==> config.mk <==
export PLATFORM = sky130hd
export DESIGN_NAME = jts16b_sndlatch
export DESIGN_NICKNAME = d
export VERILOG_FILES = /design/src/rtl/jts16b_sndlatch.sv
export SDC_FILE = /design/constraint.sdc
export NUM_CORES = 1
export LEC_CHECK = 0
export CAP_MARGIN = 25
export CORE_MARGIN = 1.5
export CORE_UTILIZATION = 28
export DETAILED_ROUTE_END_ITERATION = 7
export GPL_TIMING_DRIVEN = 0
export PLACE_DENSITY = 0.58
export SYNTH_ARGS = -nofsm -noshare
export SYNTH_HDL_FRONTEND = slang
export SYNTH_SLANG_ARGS = --single-unit
==> constraint.sdc <==
create_clock -name clk -period 2.3 [get_ports clk]
set_input_delay 0.575 -clock clk [delete_from_list [all_inputs] [get_ports clk]]
set_output_delay 0.575 -clock clk [all_outputs]
set_load 0.02 [all_outputs]
==> src/rtl/jts16b_sndlatch.sv <==
`default_nettype none
// +--------------------------------------------------------------------------+
// | jts16b_sndlatch: main->sound command FIFO with sound->main reply latch    |
// | Revision: 1.0                                                             |
// +--------------------------------------------------------------------------+
module jts16b_sndlatch #(
  parameter int DEPTH = 4
) (
  input  logic       clk,
  input  logic       rst,
  input  logic       main_wr,
  input  logic [7:0] main_din,
  input  logic       main_rd,
  output logic [7:0] main_dout,
  output logic [2:0] main_st,
  input  logic       snd_rd,
  input  logic       snd_wr,
  input  logic [7:0] snd_din,
  output logic [7:0] snd_dout,
  output logic       snd_obf
);

  localparam int PW = (DEPTH > 1) ? $clog2(DEPTH) : 1;
  localparam int CW = PW + 1;
  localparam logic [CW-1:0] C_FULL = CW'(DEPTH);
  localparam logic [PW-1:0] C_LAST = PW'(DEPTH - 1);

  // Strobe bit order: [3] main_wr, [2] main_rd, [1] snd_rd, [0] snd_wr
  logic [3:0]    strb;
  logic [3:0]    prev_q, arm_q;
  logic [3:0]    rise, fall;

  logic [7:0]    mem_q [DEPTH];
  logic [PW-1:0] wptr_q, wptr_d, rptr_q, rptr_d;
  logic [CW-1:0] cnt_q, cnt_d;
  logic          ovf_q, ovf_d;
  logic          full_q, full_d;
  logic          obf_q, obf_d;
  logic [7:0]    dout_q, dout_d;
  logic [7:0]    rply_q, rply_d;
  logic          rfull_q, rfull_d;
  logic          push, pop;

  function automatic logic [PW-1:0] ptr_inc(input logic [PW-1:0] p);
    return (p == C_LAST) ? '0 : p + 1'b1;
  endfunction

  assign strb = {main_wr, main_rd, snd_rd, snd_wr};
  // A strobe must be seen low after reset before its edges count, so a
  // strobe held high across reset release produces neither rise nor fall.
  assign rise = strb & ~prev_q & arm_q;
  assign fall = ~strb & prev_q & arm_q;

  assign pop  = fall[1] && (cnt_q != '0);
  assign push = rise[3] && ((cnt_q != C_FULL) || pop);

  always_comb begin
    wptr_d  = push ? ptr_inc(wptr_q) : wptr_q;
    rptr_d  = pop  ? ptr_inc(rptr_q) : rptr_q;
    cnt_d   = cnt_q;
    unique case ({push, pop})
      2'b10:   cnt_d = cnt_q + 1'b1;
      2'b01:   cnt_d = cnt_q - 1'b1;
      default: cnt_d = cnt_q;
    endcase
    ovf_d   = ovf_q | (rise[3] & ~push);
    full_d  = (cnt_q == C_FULL);
    obf_d   = (cnt_q != '0);
    // Once empty, the last popped byte stays visible to the sound CPU.
    dout_d  = (cnt_q != '0) ? mem_q[rptr_q] : dout_q;
    rply_d  = rise[0] ? snd_din : rply_q;
    rfull_d = rise[0] ? 1'b1 : (fall[2] ? 1'b0 : rfull_q);
  end

  always_ff @(posedge clk) begin
    if (rst) begin
      prev_q  <= '0;
      arm_q   <= '0;
      wptr_q  <= '0;
      rptr_q  <= '0;
      cnt_q   <= '0;
      ovf_q   <= 1'b0;
      full_q  <= 1'b0;
      obf_q   <= 1'b0;
      dout_q  <= 8'hff;
      rply_q  <= 8'hff;
      rfull_q <= 1'b0;
    end else begin
      prev_q  <= strb;
      arm_q   <= arm_q | ~strb;
      wptr_q  <= wptr_d;
      rptr_q  <= rptr_d;
      cnt_q   <= cnt_d;
      ovf_q   <= ovf_d;
      full_q  <= full_d;
      obf_q   <= obf_d;
      dout_q  <= dout_d;
      rply_q  <= rply_d;
      rfull_q <= rfull_d;
    end
  end

  always_ff @(posedge clk) begin
    if (!rst && push) begin
      mem_q[wptr_q] <= main_din;
    end
  end

  assign main_dout = rply_q;
  assign main_st   = {ovf_q, rfull_q, full_q};
  assign snd_dout  = dout_q;
  assign snd_obf   = obf_q;

endmodule
`default_nettype wire

Yosys cells after proc, flatten, opt, wreduce, memory -nomap -nowiden
Memory sizes are Yosys's and may differ from the RTL's. A register that Yosys moved wholly into a read port is not among the register bits.
Index checks and enable logic that the tools add are counted.
{ "word_totals": {"ram_bits": 32, "inputBits": 22, "ff_bits": 27, "elab_cells": 46, "n_memories": 1, "out_inout_bits": 20} }
{ "mem_list": {"columns": ["memory", "words", "width", "read_ports", "rd_ports_with_merged_regs", "write_ports", "line", "rtl"], "rows": [
  ["mem_q", 4, 8, 1, 1, 1, "33", "logic [7:0] mem_q [DEPTH];"]
]} }
{ "op_classes": {"n_mux": 7, "n_eq_ne": 6, "addsub": 4, "bitwise": 10, "reduce_logical": 8} }
{ "ops": {"columns": ["operator", "n"], "rows": [
  ["$and A4 B4 Y4", 2],
  ["$not A4 Y4", 2],
  ["$and A3 B3 Y3", 2],
  ["$eq A2 B2 Y1 const B", 3],
  ["$pmux W3 S2", 1],
  ["$add A2 B1 Y2 const B", 2],
  ["$mux W1", 4],
  ["$mux W2", 2],
  ["$or A4 B4 Y4", 1],
  ["$reduce_bool A2 Y1", 2],
  ["$add A3 B1 Y3 const B", 1],
  ["$eq A3 B3 Y1 const B", 1],
  ["$logic_and A1 B1 Y1", 3],
  ["$ne A3 B3 Y1 const B", 1],
  ["$reduce_bool A3 Y1", 1],
  ["$sub A3 B1 Y3 const B", 1],
  ["$eq A2 B1 Y1 const B", 1],
  ["$and A1 B1 Y1", 1],
  ["$logic_not A1 Y1", 1],
  ["$logic_or A1 B1 Y1", 1],
  ["$not A1 Y1", 1],
  ["$or A1 B1 Y1", 1]
]} }

Longest topological paths before layout
{ "logic_depth": {"ltp_word": 9, "ltp_mapped": 9, "ltp_nobuf": 9} }

Worst setup path before layout
OpenSTA, ideal clock, no wires.
{ "synth_timing": {"path_kind": "in2reg", "from": "input main_wr", "to": "register cnt_q[2]", "t_arrival_ns": 2.180, "required_time_ns": 2.230, "stages": 9, "path_slack_ns": 0.050, "path_cell_list": "and3b_1 -> a21boi_2 -> inv_1 -> ha_1 -> inv_1 -> fa_1 -> xor2_1 -> or3_1 -> a21oi_1"} }
{ "synth_via": {"elab_chain_len": 5} }
{ "synth_lines": {"columns": ["element", "line", "rtl"], "rows": [
  ["start, declared", "11", "input logic main_wr,"],
  ["$and A4 B4 Y4 (*) (2 in a row)", "51", "assign rise = strb & ~prev_q & arm_q;"],
  ["$logic_and A1 B1 Y1 (*)", "55", "assign push = rise[3] && ((cnt_q != C_FULL) || pop);"],
  ["$eq A2 B1 Y1 / $eq A2 B2 Y1 (equally long branches)", "61", "unique case ({push, pop})"],
  ["$pmux W3 S2 / $reduce_bool A2 Y1 (equally long branches)", null, null],
  ["end signal, assigned", "93", "cnt_q <= cnt_d;"],
  ["end, declared", "35", "logic [CW-1:0] cnt_q, cnt_d;"]
]} }
Mark *: on every way between the ends. The rest lies on a longest branch, timed or not.
A chain may end at the register's enable or synchronous reset.

Worst setup path after layout
{ "layout_timing": {"from": "input snd_rd", "to": "register cnt_q[2]"} }
{ "layout_via": {"elab_chain_len": 8} }
{ "layout_lines": {"columns": ["element", "line", "rtl"], "rows": [
  ["start, declared", "16", "input logic snd_rd,"],
  ["$not A4 Y4 (*)", null, null],
  ["$and A3 B3 Y3 (*) (2 in a row)", "52", "assign fall = ~strb & prev_q & arm_q;"],
  ["$logic_and A1 B1 Y1 (*)", "54", "assign pop = fall[1] && (cnt_q != '0);"],
  ["via pop", "42", "logic push, pop;"],
  ["$logic_or A1 B1 Y1", "55", null],
  ["$logic_and A1 B1 Y1", "55", null],
  ["$eq A2 B1 Y1 / $eq A2 B2 Y1 (equally long branches)", "61", null],
  ["$pmux W3 S2 / $reduce_bool A2 Y1 (equally long branches)", null, null]
]} }
The timed path passes the listed nets; every way through them passes the cells marked *.

==> metrics.cfg <==
[status]
status = finished with violations
violations = design-rule violations

[sta]
fin_crit_ns = 2.26
setup_ws_ns = 0.0371
timing.hold.ws_ns = 0.454
setup_viol = 0
timing.fmax_mhz = 442
slew-limit-headroom_pct = 59.3
rsz0062_at_grt = false
final.setup.tns_ns = 0
finClkSkew_ns = 0.00425
hold_viol = 0
drv_slew = 0
fin_crit_sh_pct = 98.4
tightest_slew_ns = 0.610

[clock_network]
insertion_delay_ns = 0.33
cts-root-buf = clkbuf_8
cts_tree = yes
cts_buffers = 9
path_clk_slew_ns = 0.07
clock-sinks = 67
cts.htree.levels = 3
postCtsHoldBufs = 0
cts_buffer_depth = 2

[finish]
antenna_cells = 0
layout-drive-gt1-share_pct = 16.9
area_delta_synth_final_pct = 32.6
final_cells = 374
nNetsFinal = 290
nFillCells = 851

[drt]
wl_per_cell_um = 13.0
post_drt_via_cell_ratio = 4.38
firstDrtPassIters = 6
ant_nets = 0
drt-initial-drc-count = 46
vias = 1639
drc = 4
wirelength_mm = 4.86

[logic_synthesis]
synth_area_leaders = edfxtp_1 37%, dfxtp_1 27%, mux4_2 7.0%
synth_xor_area_share_pct = 0.681
ys_ff_latch = 67
synth_ff_type = dfxtp_1
synth.top_cell.area_share_pct = 37.3
yosys.area.top_type = edfxtp_1
synth_fa_ha_area_share_pct = 3.69
syn_area_mm2 = 0.00257
synth.distinct_cells = 29
syn_avg_cell_area_um2 = 12.7
synth_compound_area_share_pct = 4.76
post-synth-top-count-cell = dfxtp_1
syn_nets = 232
synth_edf_count = 32
yosys_warnings = 0
synth_top_family_by_area = simple AND/OR/NAND/NOR gates
synth_commonest_cells = 35 x dfxtp_1, 33 x nand2_1, 32 x edfxtp_1
synth-simple-area-share_pct = 14.5
yosysSeqAreaShare_pct = 64.6
synth-async-reset-ratio_pct = 0
synth.area.mux_share_pct = 7.83
syn_inst = 203

[global_routing]
antenna_found_initial = 0
grt.total_usage_pct = 10.7
grt_max_degree = 13
grt_overflow = 0
grt_pass1_wl_mm = 7.91
grt_pass1_vias = 1646

[floorplan]
initial_core_util_pct = 29.2
core_mm2 = 0.00881
die_x_um = 98.9
rows = 34
top_level_ports = 42
die_height_um = 98.9
die-area_mm2 = 0.00978

[critical_path]
reg2reg_slack_ns = 0.12
crit_arrival_ns = 2.53
critPathLaunchType = primary input
r2r_start = cnt_q[0]
crit_required_ns = 2.57
endpoint_kind = flop
critPathKind = primary input to flop
reg2reg_to = cnt_q[2]
critPathMaxFanout = 5
reg2reg_depth = 9

[power_and_ir_drop]
p_int_mw = 2.01
clkPwrFrac_pct = 40.6
switching_share_pct = 22.2
cellLeakagePower_nw = 1.22
p_seq_share_pct = 50.7
pwr-share-comb_pct = 8.6
power.switching_mw = 0.573
peakVddDrop_mv = 0.329
power_density_mw_per_mm2 = 756

[hold_path]
whs_path_depth = 2
whs_endpoint = arm_q[3]
hp-class = flop to flop
hold_path_startpoint = arm_q[3]

[place]
placed_cells_incl_taps = 356
port_buffers = 41
gp_congestion = 0.723
dp_slack_ns = -0.751
hpwlAfterDp_mm = 3.45

[run]
drv_cap = 0

==> how the worst max path moves through the flow <==
stage | end | slack [ns] | start
2_1_floorplan | cnt_q[2] | 0.05 | main_wr
4_1_cts | cnt_q[2] | 0.04 | cnt_q[2]
3_5_place_dp | mem_q[1][3] | -0.75 | snd_rd
3_3_place_gp | mem_q[1][3] | -0.98 | snd_rd
5_1_grt | mem_q[2][2] | 0.005 | snd_rd
6_report | cnt_q[2] | 0.04 | snd_rd
==> logic make-up (layout without fill, tap and decap cells) <==
kind of cell | count (synthesis) | after routing
buf+inv | 22 | 85
simple gates | 72 | 72
compound gates | 23 | 23
flops | 67 | 67
xor+xnor | 2 | 2
fa+ha+maj | 7 | 7
mux | 10 | 10
==> registers in the layout, indices dropped and copies added, names as in the netlist <==
register	cells
arm_q	4
cnt_q	3
full_q	1
main_dout	8
mem_q	32
ovf_q	1
prev_q	4
rfull_q	1
rptr_q	2
snd_dout	8
snd_obf	1
wptr_q	2
==> power by group through the flow <==
stage	registers [mW]	logic [mW]	clock network, mW
finish	1.31	0.223	1.05
global route	1.31	0.242	1.15
detailed placement	1.34	0.220	0
floorplan	1.36	0.0816	0
CTS	1.31	0.224	1.08
global placement	1.33	0.217	0
==> critical path: stages <==
cell and delay [ns]:
dlygate4sd2_1 0.27, nand3b_1 0.22, buf_4 0.19, nor2_2 0.11, ha_4 0.15, inv_1 0.04
fa_1 0.38, xor2_1 0.16, or3_1 0.30, a21oi_1 0.14
==> metrics by stage <==
stage / instance area [um2] / total power, mW / utilization (%)
4_1_cts: 3400 / 2.62 / 38.7
3_3_place_gp: 3120 / 1.55 / 35.4
6_report: 3410 / 2.58 / 38.7
2_1_floorplan: 2570 / 1.44 / -
3_5_place_dp: 3150 / 1.56 / 35.8
5_1_grt: 3410 / 2.70 / 38.7
==> layout make-up <==
type	instances	area [um2]	share of cell area (%)
inverters	10	37.5	1.10
clock inverters	7	91.3	2.68
flip-flops and latches	67	1660	48.7
multi-input cells	114	846	24.8
repair buffers	47	453	13.3
clock buffers	9	124	3.63
plain buffers	12	63.8	1.87
well taps	108	135	3.96
==> metal layers <==
layer	up-vias	part of all wire, %	GRT usage (%)
li1	820	-	-
met1	770	45	12.0
met2	43	48	17.7
met3	6	5.8	5.60
met4	0	1.4	3.30
met5	-	0	0
==> cell usage in the layout, fill, tap and decap left out, drive strengths merged, types with 2 or more instances in the layout <==
master	instances
nor2b	4
or3	2
nor3	2
nand2b	2
clkinv	2
nor3b	5
a21oi	17
mux4	8
ha	6
nand3b	10
clkdlybuf4s50	39
dfxtp	35
nand2	33
dlygate4sd2	2
bufinv	2
and3b	3
clkbuf	13
edfxtp	32
clkinvlp	2
buf	14
xor2	2
o21ai	4
nor2	8
inv	11
==> what timing repair did <==
item	CTS	global route
pin swaps	1	0
gates resized for setup	8	2
buffers inserted	2	0
setup endpoints to repair	31	1
Note: power is estimated with default switching activity, not from simulation.
